$ cat src/rtl/ipsxe_floating_point_invsqrt_horner_ctrl_v1_0.sv
// Horner-scheme controller for the inverse-square-root polynomial:
// P = a0 - d*(a1 - d*(... - d*a6)), one shared multiplier, coefficients fetched one per cycle.
module ipsxe_floating_point_invsqrt_horner_ctrl_v1_0 #(
  parameter int DX_W   = 16,
  parameter int COEF_W = 24
) (
  input  logic              i_clk,
  input  logic              i_rst,
  input  logic              i_valid,
  output logic              o_ready,
  input  logic [7:0]        i_x_hi8,
  input  logic [DX_W-1:0]   i_dx,
  output logic [7:0]        o_x_hi8,
  output logic [2:0]        o_coef_sel,
  input  logic [COEF_W-1:0] i_coef,
  input  logic              i_abort,
  output logic              o_valid,
  input  logic              i_ready,
  output logic [COEF_W-1:0] o_result,
  output logic              o_sat,
  output logic              o_busy
);

  typedef enum logic [1:0] {IDLE, LOAD, CALC, DONE} state_t;

  state_t              state_q, state_d;
  logic [7:0]          xHi8_q, xHi8_d;
  logic [DX_W-1:0]     dx_q, dx_d;
  logic [COEF_W-1:0]   acc_q, acc_d;
  logic [2:0]          k_q, k_d;
  logic                sat_q, sat_d;
  logic [2:0]          coefSel;

  logic [COEF_W+DX_W-1:0] mulFull;
  logic [COEF_W-1:0]      prod;

  // d is a pure fraction, so dropping DX_W low bits keeps the product in accumulator scale
  assign mulFull = {{DX_W{1'b0}}, acc_q} * {{COEF_W{1'b0}}, dx_q};
  assign prod    = mulFull[COEF_W+DX_W-1:DX_W];

  always_ff @(posedge i_clk or posedge i_rst) begin
    if (i_rst) begin
      state_q <= IDLE;
      xHi8_q  <= '0;
      dx_q    <= '0;
      acc_q   <= '0;
      k_q     <= '0;
      sat_q   <= 1'b0;
    end else begin
      state_q <= state_d;
      xHi8_q  <= xHi8_d;
      dx_q    <= dx_d;
      acc_q   <= acc_d;
      k_q     <= k_d;
      sat_q   <= sat_d;
    end
  end

  always_comb begin
    state_d = state_q;
    xHi8_d  = xHi8_q;
    dx_d    = dx_q;
    acc_d   = acc_q;
    k_d     = k_q;
    sat_d   = sat_q;
    coefSel = 3'd0;
    case (state_q)
      IDLE: begin
        if (i_valid) begin
          xHi8_d  = i_x_hi8;
          dx_d    = i_dx;
          sat_d   = 1'b0;
          state_d = LOAD;
        end
      end
      LOAD: begin
        coefSel = 3'd6;
        if (i_abort) begin
          state_d = IDLE;
        end else begin
          acc_d   = i_coef;
          k_d     = 3'd5;
          state_d = CALC;
        end
      end
      CALC: begin
        coefSel = k_q;
        if (i_abort) begin
          state_d = IDLE;
        end else begin
          // a negative partial sum cannot be represented, so clamp and flag it
          if (i_coef < prod) begin
            acc_d = '0;
            sat_d = 1'b1;
          end else begin
            acc_d = i_coef - prod;
          end
          if (k_q == 3'd0) begin
            state_d = DONE;
          end else begin
            k_d = k_q - 3'd1;
          end
        end
      end
      DONE: begin
        if (i_abort || i_ready) begin
          state_d = IDLE;
        end
      end
      default: state_d = IDLE;
    endcase
  end

  assign o_ready    = (state_q == IDLE);
  assign o_busy     = (state_q != IDLE);
  assign o_valid    = (state_q == DONE);
  assign o_coef_sel = coefSel;
  assign o_x_hi8    = xHi8_q;
  assign o_result   = acc_q;
  assign o_sat      = sat_q;

endmodule
$ cat config.mk
export PLATFORM = sky130hd
export DESIGN_NAME = ipsxe_floating_point_invsqrt_horner_ctrl_v1_0
export DESIGN_NICKNAME = d
export VERILOG_FILES = /design/src/rtl/ipsxe_floating_point_invsqrt_horner_ctrl_v1_0.sv
export SDC_FILE = /design/constraint.sdc
export NUM_CORES = 1
export LEC_CHECK = 0
export BUFFER_PORTS_ARGS = -buffer_cell sky130_fd_sc_hd__buf_4
export CAP_MARGIN = 15
export CORE_UTILIZATION = 48
export DETAILED_ROUTE_END_ITERATION = 12
export GPL_TIMING_DRIVEN = 0
export PLACE_DENSITY_LB_ADDON = 0.1
export REMOVE_ABC_BUFFERS = 1
export SYNTH_ARGS = -nofsm -noshare
export SYNTH_HDL_FRONTEND = slang
export SYNTH_SLANG_ARGS = --single-unit
$ cat constraint.sdc
create_clock -name i_clk -period 9.43 [get_ports i_clk]
set_input_delay 2.829 -clock i_clk [delete_from_list [all_inputs] [get_ports i_clk]]
set_output_delay 2.829 -clock i_clk [all_outputs]
set_load 0.05 [all_outputs]
After elaboration in Yosys (flattened, before gate mapping):

Index checks and enable logic that the tools add are counted.

* register bits after elaboration: 54
* word-level logic and storage cells: 50

* reductions and logical operators: 11
* add/subtract/negate cells: 2
* muxes and demuxes: 19
* $lt $le $gt $ge: 1
* $mul: 1
* equality and inequality tests: 10

Operator list (number)
* $mux W24: 3
* $pmux W24 S2: 1
* $mul A24 B16 Y40: 1
* $lt A24 B24 Y1: 1
* $sub A24 B24 Y24: 1
* $pmux W3 S2: 2
* $mux W2: 5
* $ne A2 B2 Y1 const B: 5
* $mux W3: 3
* $pmux W2 S4: 1
* $reduce_and A4 Y1: 2
* $reduce_and A3 Y1: 2
* $reduce_bool A2 Y1: 3
* $eq A2 B2 Y1 const B: 2
* $logic_not A3 Y1: 1
* $mux W1: 3
* $ne A3 B3 Y1 const B: 1
* $sub A3 B1 Y3 const B: 1
* $eq A2 B1 Y1 const B: 1
* $logic_not A2 Y1: 1
* $ne A2 B1 Y1 const B: 1
* $pmux W1 S2: 1
* $reduce_and A2 Y1: 1
* $logic_or A1 B1 Y1: 1

Logic depth before layout (Yosys ltp):

* depth in word-level cells: 5
* mapped depth: 35

Worst setup path after synthesis:

No wires, ideal clock.

* path kind: register -> register
* from: reg acc_q[19] (netlist: o_result[19])
* to: reg acc_q[3] (netlist: o_result[3])
* stages on the path, launching flop included: 35
* clock period less this slack: 8171 ps
* data arrival time: 8045 ps
* path buffers: 5
* path slack: 1259 ps
* path through: dfrtp_1 > clkbuf_1 > clkbuf_1 > nand2_1 > fa_1 > inv_1 > fa_1 > inv_1 > fa_1 > inv_1 > fa_1 > fa_1 > inv_1 > fa_1 > inv_1 > ha_1 > buf_2 > a21oi_1 > o21ai_1 > a221oi_1 > o21ai_0 > o21ai_1 > nand2_1 > a31oi_1 > xor2_1 > ha_1 > buf_2 > and3_1 > a31oi_1 > nand2_1 > a2111oi_2 > a21oi_2 > buf_2 > a221oi_1 > nor2_1

* word-level cells in the longest chain between the ends: 5
* elaborated cells on any way between the ends: 6
* those cells by class: add/sub: 1; mul: 1; order compare: 1; mux: 3

Ends and longest elaborated chain
* start, declared: RTL line 29 `logic [COEF_W-1:0] acc_q, acc_d;`
* start signal, assigned: RTL line 46 `acc_q <= '0;`
* start signal, assigned: RTL line 53 `acc_q <= acc_d;`
* $mul A24 B16 Y40 *: RTL line 38 `assign mulFull = {{DX_W{1'b0}}, acc_q} * {{COEF_W{1'b0}}, dx_q};`
* $sub A24 B24 Y24 / $lt A24 B24 Y1 (equally long branches): RTL line 96, 92
* $mux W24 *: RTL line 92 `if (i_coef < prod) begin`
* $mux W24 *: RTL line 88 `if (i_abort) begin`
* $pmux W24 S2 *: RTL line 67 `case (state_q)`

Mark *: on every way between the ends. The rest lies on a longest branch, timed or not. The select of a mux whose other input is x is not followed.
A chain may end at the register's enable or synchronous reset.

Worst setup path after layout:

* from: reg acc_q[9] (netlist: o_result[9])
* to: reg acc_q[11] (netlist: o_result[11])

The elaborated chain is that of the path after synthesis.

==> flow_metrics.tcl <==
set metrics [dict create \
    run_status "complete, no violations" \
    timing.critical_path.arrival_ps 9250 \
    post-route-min-period_ps 9060 \
    drt_pass1_iterations 7 \
    path_clk_slew_ps 80 \
    io-pin-count 92 \
    fmax_mhz 110 \
    layout_commonest_cell "sky130_fd_sc_hd__inv_1" \
    synth_cells 1759 \
    grt_use_total_pct 26.3 \
    cpMaxStageDelayCell "sky130_fd_sc_hd__dfrtp_1" \
    stdcell_area_um2 16600 \
    cts_tree "yes" \
    cp.required_ps 9630 \
    worst_path_largest_cell_delay_ps 960 \
    synth_top_flop_cell "sky130_fd_sc_hd__dfrtp_1" \
    area_of_the_die_um2 32800 \
    clockBufferDepth 2 \
    fp.dieH_um 181 \
    worst_hold_path_type "flop to flop" \
    post-route-worst-setup-slack_ps 372 \
    wl_per_cell_um 18.6 \
    edff_count_synth 0 \
    crit_path_end_kind "flop" \
    antenna_found_initial 0 \
    die_w_um 181 \
    post_synthesis_area_per_instance_um2 8.75 \
    via_density_per_instance 5.45 \
    worst_slew_margin_rel_pct 29.1 \
    syn-cell-area_um2 15400 \
    netlist-cell-type-count 57 \
    detail_route.wirelength_um 40700 \
    core_area_um2 31600 \
    ctsHtreeMaxLevel 2 \
    dpl_cell_area_um2 16300 \
    ctsRootBufferMaster "sky130_fd_sc_hd__clkbuf_16" \
    timing.critical_path.from_type "flop" \
    grt_pass1_vias 12668 \
    effective_utilization_at_floorplan_pct 48.8 \
    finalNetCount 2278 \
    finalWeightedCongestion 0.814 \
    detailedPlace.worstSlack_ps 138 \
    num_antenna_cells 0 \
    cp_max_fo 18 \
    port_buffers 91 \
    grt_first_pass_wirelength_um 66600 \
    yosysWarnings 0 \
    drive_gt1_share_pct 9.15 \
    grt_start_max_net_pins 36 \
    layout.filler_cells 3060 \
    slew_viol_final 0 \
    post-route-period-util_pct 96.1 \
    area_growth_syn_to_layout_pct 7.87 \
    globalRoute.totalOverflow 0 \
    fin_worst_skew_ps 9.80 \
    critPathKind "flop to flop" \
    part_of_the_yosys_area_used_for_sequential_elements_pct 8.77 \
    asyncSetResetFlopFracSynth_pct 100 \
    report.final.hold_viol_count 0 \
    worst_skew_pair.late_latency_ps 320 \
    cap_viol_max_count 0 \
    setup_viol 0 \
    ys_ff_latch 54 \
    rsz0062_at_grt "no" \
    ant_nets 0 \
    timing_worst_slew_pin_value_ps 1060 \
    cts_inserted_buffers 5 \
    critical-path-top-cell-by-count "sky130_fd_sc_hd__fa_1" \
    core.rowCount 65 \
    first_iter_violations 623 \
    dp_hpwl_um 29500 \
    mostFrequentLayoutCells "sky130_fd_sc_hd__inv_1, sky130_fd_sc_hd__fa_1, sky130_fd_sc_hd__nand2_1" \
    drc 0 \
    cts_num_sinks 54 \
    vias 11906 \
]
-- final timing paths --
path,start,cells after the start,slack [ps],to
setup / recovery,o_result[9]$_DFFE_PP0P_,28,370,o_result[11]$_DFFE_PP0P_
hold / removal,k_q[0]$_DFFE_PP0P_,1,490,k_q[0]$_DFFE_PP0P_
setup reg to reg,o_result[9]$_DFFE_PP0P_,28,370,o_result[11]$_DFFE_PP0P_
hold reg to reg,k_q[0]$_DFFE_PP0P_,1,490,k_q[0]$_DFFE_PP0P_
max in group asynchronous,i_rst,3,6310,o_result[18]$_DFFE_PP0P_
min in group asynchronous,i_rst,2,2520,o_x_hi8[3]$_DFFE_PP0P_
-- sequential cells by signal, summed over array words and instances (netlist names) --
name      flops
o_result     24
dx_q         16
o_x_hi8       8
k_q           3
state_q       2
o_sat         1
-- cells in the mapped netlist, types with 2 or more instances --
cell type | count | share of area (%)
sky130_fd_sc_hd__xor2_1 | 13 | 0.74
sky130_fd_sc_hd__a21o_1 | 18 | 0.88
sky130_fd_sc_hd__o31ai_1 | 3 | 0.15
sky130_fd_sc_hd__nand3_1 | 10 | 0.33
sky130_fd_sc_hd__or3_1 | 3 | 0.12
sky130_fd_sc_hd__xnor2_1 | 28 | 1.6
sky130_fd_sc_hd__a32oi_1 | 2 | 0.11
sky130_fd_sc_hd__dfrtp_1 | 54 | 8.8
sky130_fd_sc_hd__o21ai_0 | 22 | 0.72
sky130_fd_sc_hd__o21a_1 | 6 | 0.29
sky130_fd_sc_hd__a221oi_1 | 20 | 1.1
sky130_fd_sc_hd__o211ai_1 | 7 | 0.34
sky130_fd_sc_hd__or2_2 | 2 | 0.081
sky130_fd_sc_hd__o21ai_1 | 9 | 0.29
sky130_fd_sc_hd__nand4_1 | 6 | 0.24
sky130_fd_sc_hd__and3_1 | 12 | 0.49
sky130_fd_sc_hd__o21bai_1 | 6 | 0.29
sky130_fd_sc_hd__mux2_2 | 24 | 1.8
sky130_fd_sc_hd__nor2_1 | 70 | 1.7
sky130_fd_sc_hd__nor2b_1 | 7 | 0.28
sky130_fd_sc_hd__nand2b_1 | 7 | 0.28
sky130_fd_sc_hd__a31oi_1 | 9 | 0.37
sky130_fd_sc_hd__inv_1 | 371 | 9.0
sky130_fd_sc_hd__clkbuf_1 | 77 | 1.9
sky130_fd_sc_hd__a211oi_1 | 5 | 0.24
sky130_fd_sc_hd__fa_1 | 306 | 40
sky130_fd_sc_hd__o31a_1 | 2 | 0.11
sky130_fd_sc_hd__buf_2 | 5 | 0.16
sky130_fd_sc_hd__a41oi_1 | 2 | 0.11
sky130_fd_sc_hd__a2111oi_0 | 2 | 0.11
sky130_fd_sc_hd__mux2i_1 | 3 | 0.20
sky130_fd_sc_hd__a21oi_1 | 59 | 1.9
sky130_fd_sc_hd__nor3_1 | 8 | 0.26
sky130_fd_sc_hd__a2111oi_2 | 3 | 0.29
sky130_fd_sc_hd__nand2_1 | 279 | 6.8
sky130_fd_sc_hd__nor4_1 | 2 | 0.081
sky130_fd_sc_hd__ha_1 | 139 | 11
sky130_fd_sc_hd__and2_1 | 139 | 5.6
-- repair_timing --
action                                  4_1_cts  5_1_grt
buffers inserted                              0        0
resized for setup                             0       24
hold buffers                                  0        0
endpoints found under the setup margin        0       25
-- cell families after synthesis --
kind of cell / synth area share (%)
compound gates: 8.07
xor+xnor: 2.33
fa+ha+maj: 51.1
buf+inv: 11.1
flops: 8.77
mux: 1.95
simple gates: 16.7
-- per-stage QoR --
step	cells	utilization, %	hold WS (ps)	setup TNS, ps
detailed placement	2173	51.8	485	0
global route	2183	52.6	521	0
global placement	2169	51.6	484	-99.2
CTS	2181	52.4	500	0
floorplan	1676	-	453	0
finish	2183	52.6	488	0
-- cell type report --
cell class                 count  area, µm²  area share (%)
clock buffer                   6        139           0.836
clock inverter                 2       38.8           0.233
inverter                     372       1400            8.41
multi-input combinational   1250      12300            74.3
sequential                    54       1380            8.32
tap                          402        503            3.03
timing repair buffer          97        816            4.91
-- critical path, delay by kind of cell (launching register included) --
kind	cells	cell delay (ps)
adder cells (fa/ha/maj)	8	3870
AO/OA/AOI/OAI	7	2160
AND/OR/NAND/NOR	7	1310
flip-flops	1	960
buffers and inverters	5	450
XOR/XNOR	1	170
-- metal layers --
metal	GRT usage [%]	vias up	routed length, µm
li1	-	5406	-
met1	32.8	6125	16600
met2	47.1	307	21000
met3	3.47	68	1810
met4	8.61	0	1230
met5	0	-	0
Power is left out: the tool's default activity adds up to more than one toggle a clock period on the data nets, which glitch-free logic cannot reach.
